<file path="config.mk">
export PLATFORM = sky130hd
export DESIGN_NAME = alu_share_arbiter
export DESIGN_NICKNAME = d
export VERILOG_FILES = /design/src/rtl/alu_share_arbiter.sv
export SDC_FILE = /design/constraint.sdc
export NUM_CORES = 1
export LEC_CHECK = 0
export CAP_MARGIN = 20
export CORE_AREA = 2 2 108 110
export CTS_BUF_LIST = sky130_fd_sc_hd__clkbuf_4
export CTS_CLUSTER_SIZE = 40
export DETAILED_ROUTE_END_ITERATION = 12
export DIE_AREA = 0 0 110 112
export GPL_ROUTABILITY_DRIVEN = 1
export HOLD_SLACK_MARGIN = 0.08
export PLACE_DENSITY = 0.68
export SYNTH_ARGS = -nofsm -noshare
export SYNTH_HDL_FRONTEND = slang
export SYNTH_SLANG_ARGS = --single-unit
</file>
<file path="constraint.sdc">
create_clock -name clk -period 3.9 [get_ports clk]
set_input_delay 0.78 -clock clk [delete_from_list [all_inputs] [get_ports clk]]
set_output_delay 0.78 -clock clk [all_outputs]
set_load 0.005 [all_outputs]
</file>
<file path="src/rtl/alu_share_arbiter.sv">
// Round-robin arbiter sharing one combinational ALU between NUM_REQ requesters.
// The winning op's result lands in a single registered, ID-tagged response slot.
`ifndef DATA_WIDTH
`define DATA_WIDTH 32
`endif
`ifndef ALU_ADD
`define ALU_ADD     4'h0
`endif
`ifndef ALU_SUB
`define ALU_SUB     4'h1
`endif
`ifndef ALU_AND
`define ALU_AND     4'h2
`endif
`ifndef ALU_OR
`define ALU_OR      4'h3
`endif
`ifndef ALU_XOR
`define ALU_XOR     4'h4
`endif
`ifndef ALU_SLT
`define ALU_SLT     4'h5
`endif
`ifndef ALU_SLL
`define ALU_SLL     4'h6
`endif
`ifndef ALU_INVALID
`define ALU_INVALID 4'hE
`endif
`ifndef ALU_NOP
`define ALU_NOP     4'hF
`endif

module alu_share_arbiter #(
    parameter int DATA_WIDTH = `DATA_WIDTH,
    parameter int NUM_REQ    = 2,
    parameter int ID_W       = $clog2(NUM_REQ)
) (
    input  logic                          clk,
    input  logic                          rst,
    input  logic [NUM_REQ-1:0]            req_valid,
    output logic [NUM_REQ-1:0]            req_ready,
    input  logic [NUM_REQ*DATA_WIDTH-1:0] req_a,
    input  logic [NUM_REQ*DATA_WIDTH-1:0] req_b,
    input  logic [NUM_REQ*4-1:0]          req_sel,
    output logic [DATA_WIDTH-1:0]         alu_a,
    output logic [DATA_WIDTH-1:0]         alu_b,
    output logic [3:0]                    alu_sel,
    input  logic [DATA_WIDTH-1:0]         alu_result,
    output logic                          rsp_valid,
    input  logic                          rsp_ready,
    output logic [DATA_WIDTH-1:0]         rsp_data,
    output logic [ID_W-1:0]               rsp_id
);

    logic            slot_free;
    logic            found;
    logic            grant;
    logic [ID_W-1:0] winner;
    logic [ID_W-1:0] rr_ptr;
    logic [ID_W-1:0] next_ptr;

    // Search starts at rr_ptr and wraps, so the last winner drops to lowest priority.
    always_comb begin
        int idx;
        found  = 1'b0;
        winner = '0;
        idx    = 0;
        for (int k = 0; k < NUM_REQ; k++) begin
            idx = int'(rr_ptr) + k;
            if (idx >= NUM_REQ) idx = idx - NUM_REQ;
            if (!found && req_valid[idx]) begin
                found  = 1'b1;
                winner = ID_W'(idx);
            end
        end
    end

    assign slot_free = !rsp_valid || rsp_ready;
    assign grant     = found && slot_free && !rst;
    assign next_ptr  = (winner == ID_W'(NUM_REQ - 1)) ? '0 : winner + 1'b1;

    always_comb begin
        req_ready = '0;
        if (grant) req_ready[winner] = 1'b1;
    end

    // The ALU sees the winner even while stalled; only the capture is gated.
    always_comb begin
        alu_a   = '0;
        alu_b   = '0;
        alu_sel = `ALU_NOP;
        if (found) begin
            alu_a   = req_a[winner*DATA_WIDTH +: DATA_WIDTH];
            alu_b   = req_b[winner*DATA_WIDTH +: DATA_WIDTH];
            alu_sel = req_sel[winner*4 +: 4];
        end
    end

    always_ff @(posedge clk or posedge rst) begin
        if (rst) begin
            rsp_valid <= 1'b0;
            rsp_data  <= '0;
            rsp_id    <= '0;
            rr_ptr    <= '0;
        end else if (grant) begin
            rsp_valid <= 1'b1;
            rsp_data  <= alu_result;
            rsp_id    <= winner;
            rr_ptr    <= next_ptr;
        end else if (rsp_ready) begin
            rsp_valid <= 1'b0;
        end
    end

endmodule

</file>
==> results.py, run 1 <==
metrics = {
    "logic_synthesis": {
        "ys_ff_latch": 35,
        "synth_top_area_frac": 0.338,
        "synth_cell_types": 17,
        "synth_mux_area_frac": 0.395,
        "synth_compound_area_frac": 0.0155,
        "synth-simple-area-share": 0.115,
        "synthCells": 295,
        "syn_avg_cell_area_sq_um": 8.78,
        "yosysTopAreaCell": "dfrtp_1",
        "synth.net_count": 468,
        "async_flop_share": 1.00,
        "synth_top_family_by_area": "multiplexers",
        "yosysSeqAreaShare": 0.338,
        "ys_warn_count": 0,
        "synth_flop_cell": "dfrtp_1",
        "synth-edff-count": 0,
        "synth_area_leaders": "dfrtp_1 34%, mux2i_1 25%, mux2_2 13%, inv_1 9.7%, nand2_1 9.6%",
        "syn_area_sq_um": 2590,
        "synth_xor_area_frac": 0,
        "synthAdderAreaFrac": 0,
    },
    "route": {
        "via_per_inst": 4.18,
        "num_vias": 2966,
        "wl_per_cell_um": 15.5,
        "postRouteAntennaNets": 0,
        "drt_drc_violations_left": 0,
        "dr.first_iter.drc_count": 107,
        "routed_wl_mm": 11.0,
        "dr.pass1.iters": 4,
    },
    "clock_tree": {
        "clk_path_buf_depth": 2,
        "cts_inserted_buffers": 5,
        "htree_levels": 2,
        "root_buffer": "clkbuf_4",
        "cts.repair.resized": 0,
        "cts_setup_buffers": 0,
        "postCtsHoldBufs": 0,
        "clk-insertion-delay-late_ns": 0.33,
        "cts_tree": "yes",
        "clock_sinks": 35,
        "clk_pin_slew_worst_paths_ns": 0.10,
    },
    "setup_path": {
        "end_kind": "output pin",
        "worstPathCellList": "clkdlybuf4s50_1, o21ai_4, buf_12, mux2i_1, clkdlybuf4s50_1",
        "worstPathArrival_ns": 2.62,
        "required_ns": 3.12,
        "rr_startpoint": "rsp_valid$_DFFE_PP0P_",
        "startpoint_type": "primary input",
        "crit_top_cell": "clkdlybuf4s50_1",
        "setup.worst_path.start": "req_valid[1]",
        "critPathCapture": "alu_a[12]",
        "path_class": "in -> out",
        "max_stage_delay_ns": 0.55,
        "reg2reg_depth": 4,
        "r2r_slack_ns": 2.25,
        "critPathMaxFanout": 55,
        "r2r_end": "rsp_data[25]$_DFFE_PP0P_",
        "cp_slowest_cell": "clkdlybuf4s50_1",
    },
    "worst_hold_path": {
        "hp-class": "reg -> reg",
    },
    "global_route": {
        "grt_start_max_net_pins": 67,
        "grt_pass1_wl_mm": 15.9,
        "grt-ovfl-total": 0,
        "grtUsageMet3": 0.0504,
        "antenna_found_initial": 0,
        "grt_use_total": 0.166,
        "grt_pass1_vias": 3145,
        "gr-max-usage-layer": "met2",
        "use_met1": 0.166,
        "grtUsageMet2": 0.322,
    },
    "final_layout": {
        "antenna_cells": 0,
        "layout-drive-gt1-share": 0.0848,
        "stdcell_count": 709,
        "seq_area_sq_um": 876,
        "post-route-util": 0.496,
        "n_fill_cell": 1071,
        "multiInputGateArea_sq_um": 1370,
        "synthToLayoutAreaGrowth_pct": 114,
        "design_area_sq_um": 5540,
        "nets": 738,
    },
    "floorplanning": {
        "core_area_sq_um": 11200,
        "dieArea_sq_um": 12300,
        "num_rows": 39,
        "die_h_um": 112,
        "die_x_um": 110,
        "pin_count": 277,
        "initial_core_util": 0.232,
    },
    "sta": {
        "tns_ns": 0,
        "finalSetupViolCount": 0,
        "rsz0062_at_grt": "no",
        "skew_ns": 0.0117,
        "clock.fmax_mhz": 294,
        "slew_headroom": 0.558,
        "slew_viol_final": 0,
        "hold_viol": 0,
        "period_needed_ns": 3.40,
        "fin_crit_sh": 0.872,
        "worstMarginPinSlew_ns": 0.662,
    },
    "place": {
        "place_area_sq_um": 5490,
        "io_buffers": 276,
        "gp_congestion": 0.799,
        "place_inst": 701,
        "dp_hpwl_mm": 9.18,
    },
    "power_and_ir_drop": {
        "p_per_area_nw_per_um2": 254,
        "ir_drop_mv": 0.240,
        "cellLeakagePower_nw": 2.65,
        "total_power_mw": 1.41,
    },
    "run": {
        "maxCapViolations": 0,
    },
    "status": {
        "status": "finished clean",
    },
}
-- worst min path at each step --
stage	cells after the start	endpoint	start	slack, ns
2_1_floorplan	1	rsp_data[0]$_DFFE_PP0P_	rsp_data[0]$_DFFE_PP0P_	0.48
5_1_grt	1	rsp_data[2]$_DFFE_PP0P_	rsp_data[2]$_DFFE_PP0P_	0.53
6_report	1	rsp_data[0]$_DFFE_PP0P_	rsp_data[0]$_DFFE_PP0P_	0.49
3_5_place_dp	1	rsp_data[0]$_DFFE_PP0P_	rsp_data[0]$_DFFE_PP0P_	0.48
4_1_cts	1	rsp_data[0]$_DFFE_PP0P_	rsp_data[0]$_DFFE_PP0P_	0.50
3_3_place_gp	1	rsp_data[0]$_DFFE_PP0P_	rsp_data[0]$_DFFE_PP0P_	0.47
-- cell usage after synthesis, types with 3 or more instances --
master     n
buf_2      9
buf_6      3
clkbuf_1   6
dfrtp_1   35
inv_1     67
mux2_1     3
mux2_2    30
mux2i_1   65
nand2_1   66
o22a_1     4
-- flip-flops by register name (all words and copies together) (netlist names) --
register / cells
rsp_valid: 1
rsp_data: 32
rsp_id: 1
rr_ptr: 1
-- power by group --
| group | total (mW) | switching [mW] | internal, mW |
|---|---|---|---|
| Sequential | 0.464 | 0.0354 | 0.429 |
| Combinational | 0.741 | 0.233 | 0.508 |
| Clock | 0.202 | 0.118 | 0.0842 |
-- area by class of cell --
class,instances,area share
clock buffer,7,0.00948
clock inverter,1,0.000903
inverter,67,0.0454
multi-input combinational,175,0.248
sequential,35,0.158
tap,143,0.0323
timing repair buffer,281,0.506
-- cells by family after synthesis --
family          count (synthesis)
flops                          35
compound gates                  5
buf+inv                        85
mux                            98
simple gates                   72
-- critical path: cells and delay by family --
kind                   cells  cell delay, ns
buffers and inverters      3            1.43
muxes                      1            0.27
AOI/OAI and AO/OA          1            0.13
-- layer usage --
layer / vias up / share of wire
li1: 1459 / -
met3: 17 / 0.11
met4: 0 / 0.018
met5: - / 0
met1: 1342 / 0.35
met2: 148 / 0.53
-- cells in the final DEF, fill, tap and decap left out, types with 3 or more instances in the layout --
master	n
inv_1	67
clkbuf_4	7
dfrtp_1	35
clkdlybuf4s50_1	275
nand2_1	66
o22a_1	4
buf_4	4
mux2i_1	65
mux2_1	3
mux2_2	30
-- through the flow --
| step | hold slack [ns] | setup WS (ns) |
|---|---|---|
| after CTS | 0.498 | 0.472 |
| after global routing | 0.532 | 0.395 |
| final | 0.490 | 0.498 |
| after global placement | 0.472 | 0.513 |
| after detailed placement | 0.476 | 0.488 |
| after floorplan | 0.483 | 1.55 |
Power figures use the tool's default switching activity.
==> run 2: changes to the inputs <==
--- a/config.mk
+++ b/config.mk
@@ -14,6 +14,7 @@
 export GPL_ROUTABILITY_DRIVEN = 1
 export HOLD_SLACK_MARGIN = 0.08
 export PLACE_DENSITY = 0.68
+export SETUP_SLACK_MARGIN = 0.15
 export SYNTH_ARGS = -nofsm -noshare
 export SYNTH_HDL_FRONTEND = slang
 export SYNTH_SLANG_ARGS = --single-unit
==> results of run 2 <==
Final layout, timing and power as in run 1 (identical DEF).
==> run 3: changes to the inputs <==
--- a/config.mk
+++ b/config.mk
@@ -6,14 +6,14 @@
 export NUM_CORES = 1
 export LEC_CHECK = 0
 export CAP_MARGIN = 20
-export CORE_AREA = 2 2 108 110
+export CORE_AREA = 8 8 102 104
 export CTS_BUF_LIST = sky130_fd_sc_hd__clkbuf_4
 export CTS_CLUSTER_SIZE = 40
 export DETAILED_ROUTE_END_ITERATION = 12
 export DIE_AREA = 0 0 110 112
 export GPL_ROUTABILITY_DRIVEN = 1
 export HOLD_SLACK_MARGIN = 0.08
-export PLACE_DENSITY = 0.68
+export PLACE_DENSITY = 0.84
 export SETUP_SLACK_MARGIN = 0.15
 export SYNTH_ARGS = -nofsm -noshare
 export SYNTH_HDL_FRONTEND = slang
==> results.py, run 3 (synthesized netlist as in run 1, its figures left out) <==
metrics = {
    "route": {
        "postRouteAntennaNets": 0,
        "dr.first_iter.drc_count": 177,
        "num_vias": 3048,
        "wl_per_cell_um": 18.8,
        "drt_drc_violations_left": 0,
        "dr.pass1.iters": 4,
        "routed_wl_mm": 12.7,
        "via_per_inst": 4.50,
    },
    "sta": {
        "period_needed_ns": 3.42,
        "fin_crit_sh": 0.877,
        "rsz0062_at_grt": "no",
        "hold_viol": 0,
        "tns_ns": 0,
        "skew_ns": 0.0130,
        "clock.fmax_mhz": 292,
        "slew_viol_final": 0,
        "worstMarginPinSlew_ns": 0.631,
        "slew_headroom": 0.579,
        "finalSetupViolCount": 0,
    },
    "place": {
        "dp_hpwl_mm": 11.1,
        "place_inst": 670,
        "place_area_sq_um": 5470,
        "io_buffers": 276,
        "gp_congestion": 0.927,
    },
    "setup_path": {
        "r2r_slack_ns": 2.24,
        "r2r_end": "rsp_data[10]$_DFFE_PP0P_",
        "worstPathArrival_ns": 2.64,
        "setup.worst_path.start": "req_valid[1]",
        "rr_startpoint": "rsp_valid$_DFFE_PP0P_",
        "end_kind": "output pin",
        "critPathMaxFanout": 19,
        "critPathCapture": "alu_a[12]",
        "path_class": "in -> out",
        "reg2reg_depth": 4,
        "required_ns": 3.12,
        "startpoint_type": "primary input",
    },
    "power_and_ir_drop": {
        "p_int_mw": 1.08,
        "p_sw_frac": 0.276,
        "cellLeakagePower_nw": 2.66,
        "ir_drop_mv": 0.260,
        "total_power_mw": 1.49,
        "p_switching_uw": 410,
        "p_per_area_nw_per_um2": 268,
        "seqPwrFrac": 0.312,
        "pwr-share-clk": 0.178,
        "comb_power_share": 0.511,
    },
    "final_layout": {
        "final_common_cell": "clkdlybuf4s50_1",
        "antenna_cells": 0,
        "design_area_sq_um": 5550,
        "post-route-util": 0.624,
        "layout-drive-gt1-share": 0.0847,
        "nets": 739,
        "final_cell_mix": "275 x clkdlybuf4s50_1, 67 x inv_1, 66 x nand2_1",
        "largest_reg_flops": 32,
        "regMostFlops": "rsp_data",
        "n_fill_cell": 734,
        "stdcell_count": 678,
        "synthToLayoutAreaGrowth_pct": 114,
    },
    "clock_tree": {
        "root_buffer": "clkbuf_4",
        "cts_inserted_buffers": 5,
        "clk_pin_slew_worst_paths_ns": 0.12,
        "postCtsHoldBufs": 0,
        "cts_setup_buffers": 0,
        "clock_sinks": 35,
        "cts_tree": "yes",
        "htree_levels": 2,
        "cts.repair.resized": 0,
        "clk_path_buf_depth": 2,
        "clk-insertion-delay-late_ns": 0.33,
    },
    "floorplanning": {
        "die_x_um": 110,
        "dieArea_sq_um": 12300,
        "num_rows": 35,
        "core_area_sq_um": 8890,
        "pin_count": 277,
        "die_h_um": 112,
        "initial_core_util": 0.291,
    },
    "global_route": {
        "grt_pass1_wl_mm": 18.2,
        "grt_use_total": 0.190,
        "grt_start_max_net_pins": 67,
        "grt_pass1_vias": 3131,
        "antenna_found_initial": 0,
        "grt-ovfl-total": 0,
    },
    "worst_hold_path": {
        "hp-class": "reg -> reg",
    },
    "run": {
        "maxCapViolations": 0,
    },
    "status": {
        "status": "finished clean",
    },
}
[run 3: cell types whose count changed in the layout (fill, tap and decap cells not counted), sizes merged]
cell    change
buf         +1
bufinv      +1
clkbuf      -2
inv         +1
[run 3: area by class of cell]
| class | count | area (sq um) | area share |
|---|---|---|---|
| clock buffers | 5 | 37.5 | 0.00677 |
| clock inverters | 3 | 42.5 | 0.00767 |
| inverters | 67 | 251 | 0.0453 |
| multi-input cells | 175 | 1370 | 0.247 |
| flip-flops and latches | 35 | 876 | 0.158 |
| well taps | 111 | 139 | 0.0250 |
| repair buffers | 282 | 2830 | 0.510 |
[run 3: worst max-delay path, cell delays in order]
cell             delay, ns
clkdlybuf4s50_1       0.48
o21ai_4               0.20
buf_4                 0.37
mux2i_1               0.26
clkdlybuf4s50_1       0.54
[run 3: worst min path at each step]
stage                                   from                  endpoint  cells past startpoint  slack [ns]
finish              rsp_data[26]$_DFFE_PP0P_  rsp_data[26]$_DFFE_PP0P_                      1        0.51
global route        rsp_data[26]$_DFFE_PP0P_  rsp_data[26]$_DFFE_PP0P_                      1        0.52
CTS                 rsp_data[26]$_DFFE_PP0P_  rsp_data[26]$_DFFE_PP0P_                      1        0.52
detailed placement  rsp_data[26]$_DFFE_PP0P_  rsp_data[26]$_DFFE_PP0P_                      1        0.49
global placement     rsp_data[4]$_DFFE_PP0P_   rsp_data[4]$_DFFE_PP0P_                      1        0.47
floorplan            rsp_data[0]$_DFFE_PP0P_   rsp_data[0]$_DFFE_PP0P_                      1        0.48
[run 3: per-layer routing]
layer  GRT usage  vias up  share of wire
met2       0.353      140           0.53
met5           0        -              0
li1            -     1455              -
met4      0.0568        0          0.023
met3      0.0635       20           0.11
met1       0.191     1433           0.34
[run 3: metrics by stage]
| step | hold slack [ns] | worst slack (ns) |
|---|---|---|
| 2_1_floorplan | 0.483 | 1.55 |
| 3_3_place_gp | 0.470 | 0.538 |
| 3_5_place_dp | 0.487 | 0.476 |
| 4_1_cts | 0.516 | 0.461 |
| 5_1_grt | 0.523 | 0.387 |
| 6_report | 0.511 | 0.479 |
[run 3: power by group through the flow]
stage	Combinational, mW	Clock (mW)	Sequential, mW
3_3_place_gp	0.756	0	0.467
3_5_place_dp	0.769	0	0.472
2_1_floorplan	0.243	0	0.474
5_1_grt	0.809	0.290	0.473
4_1_cts	0.773	0.279	0.465
6_report	0.759	0.264	0.464
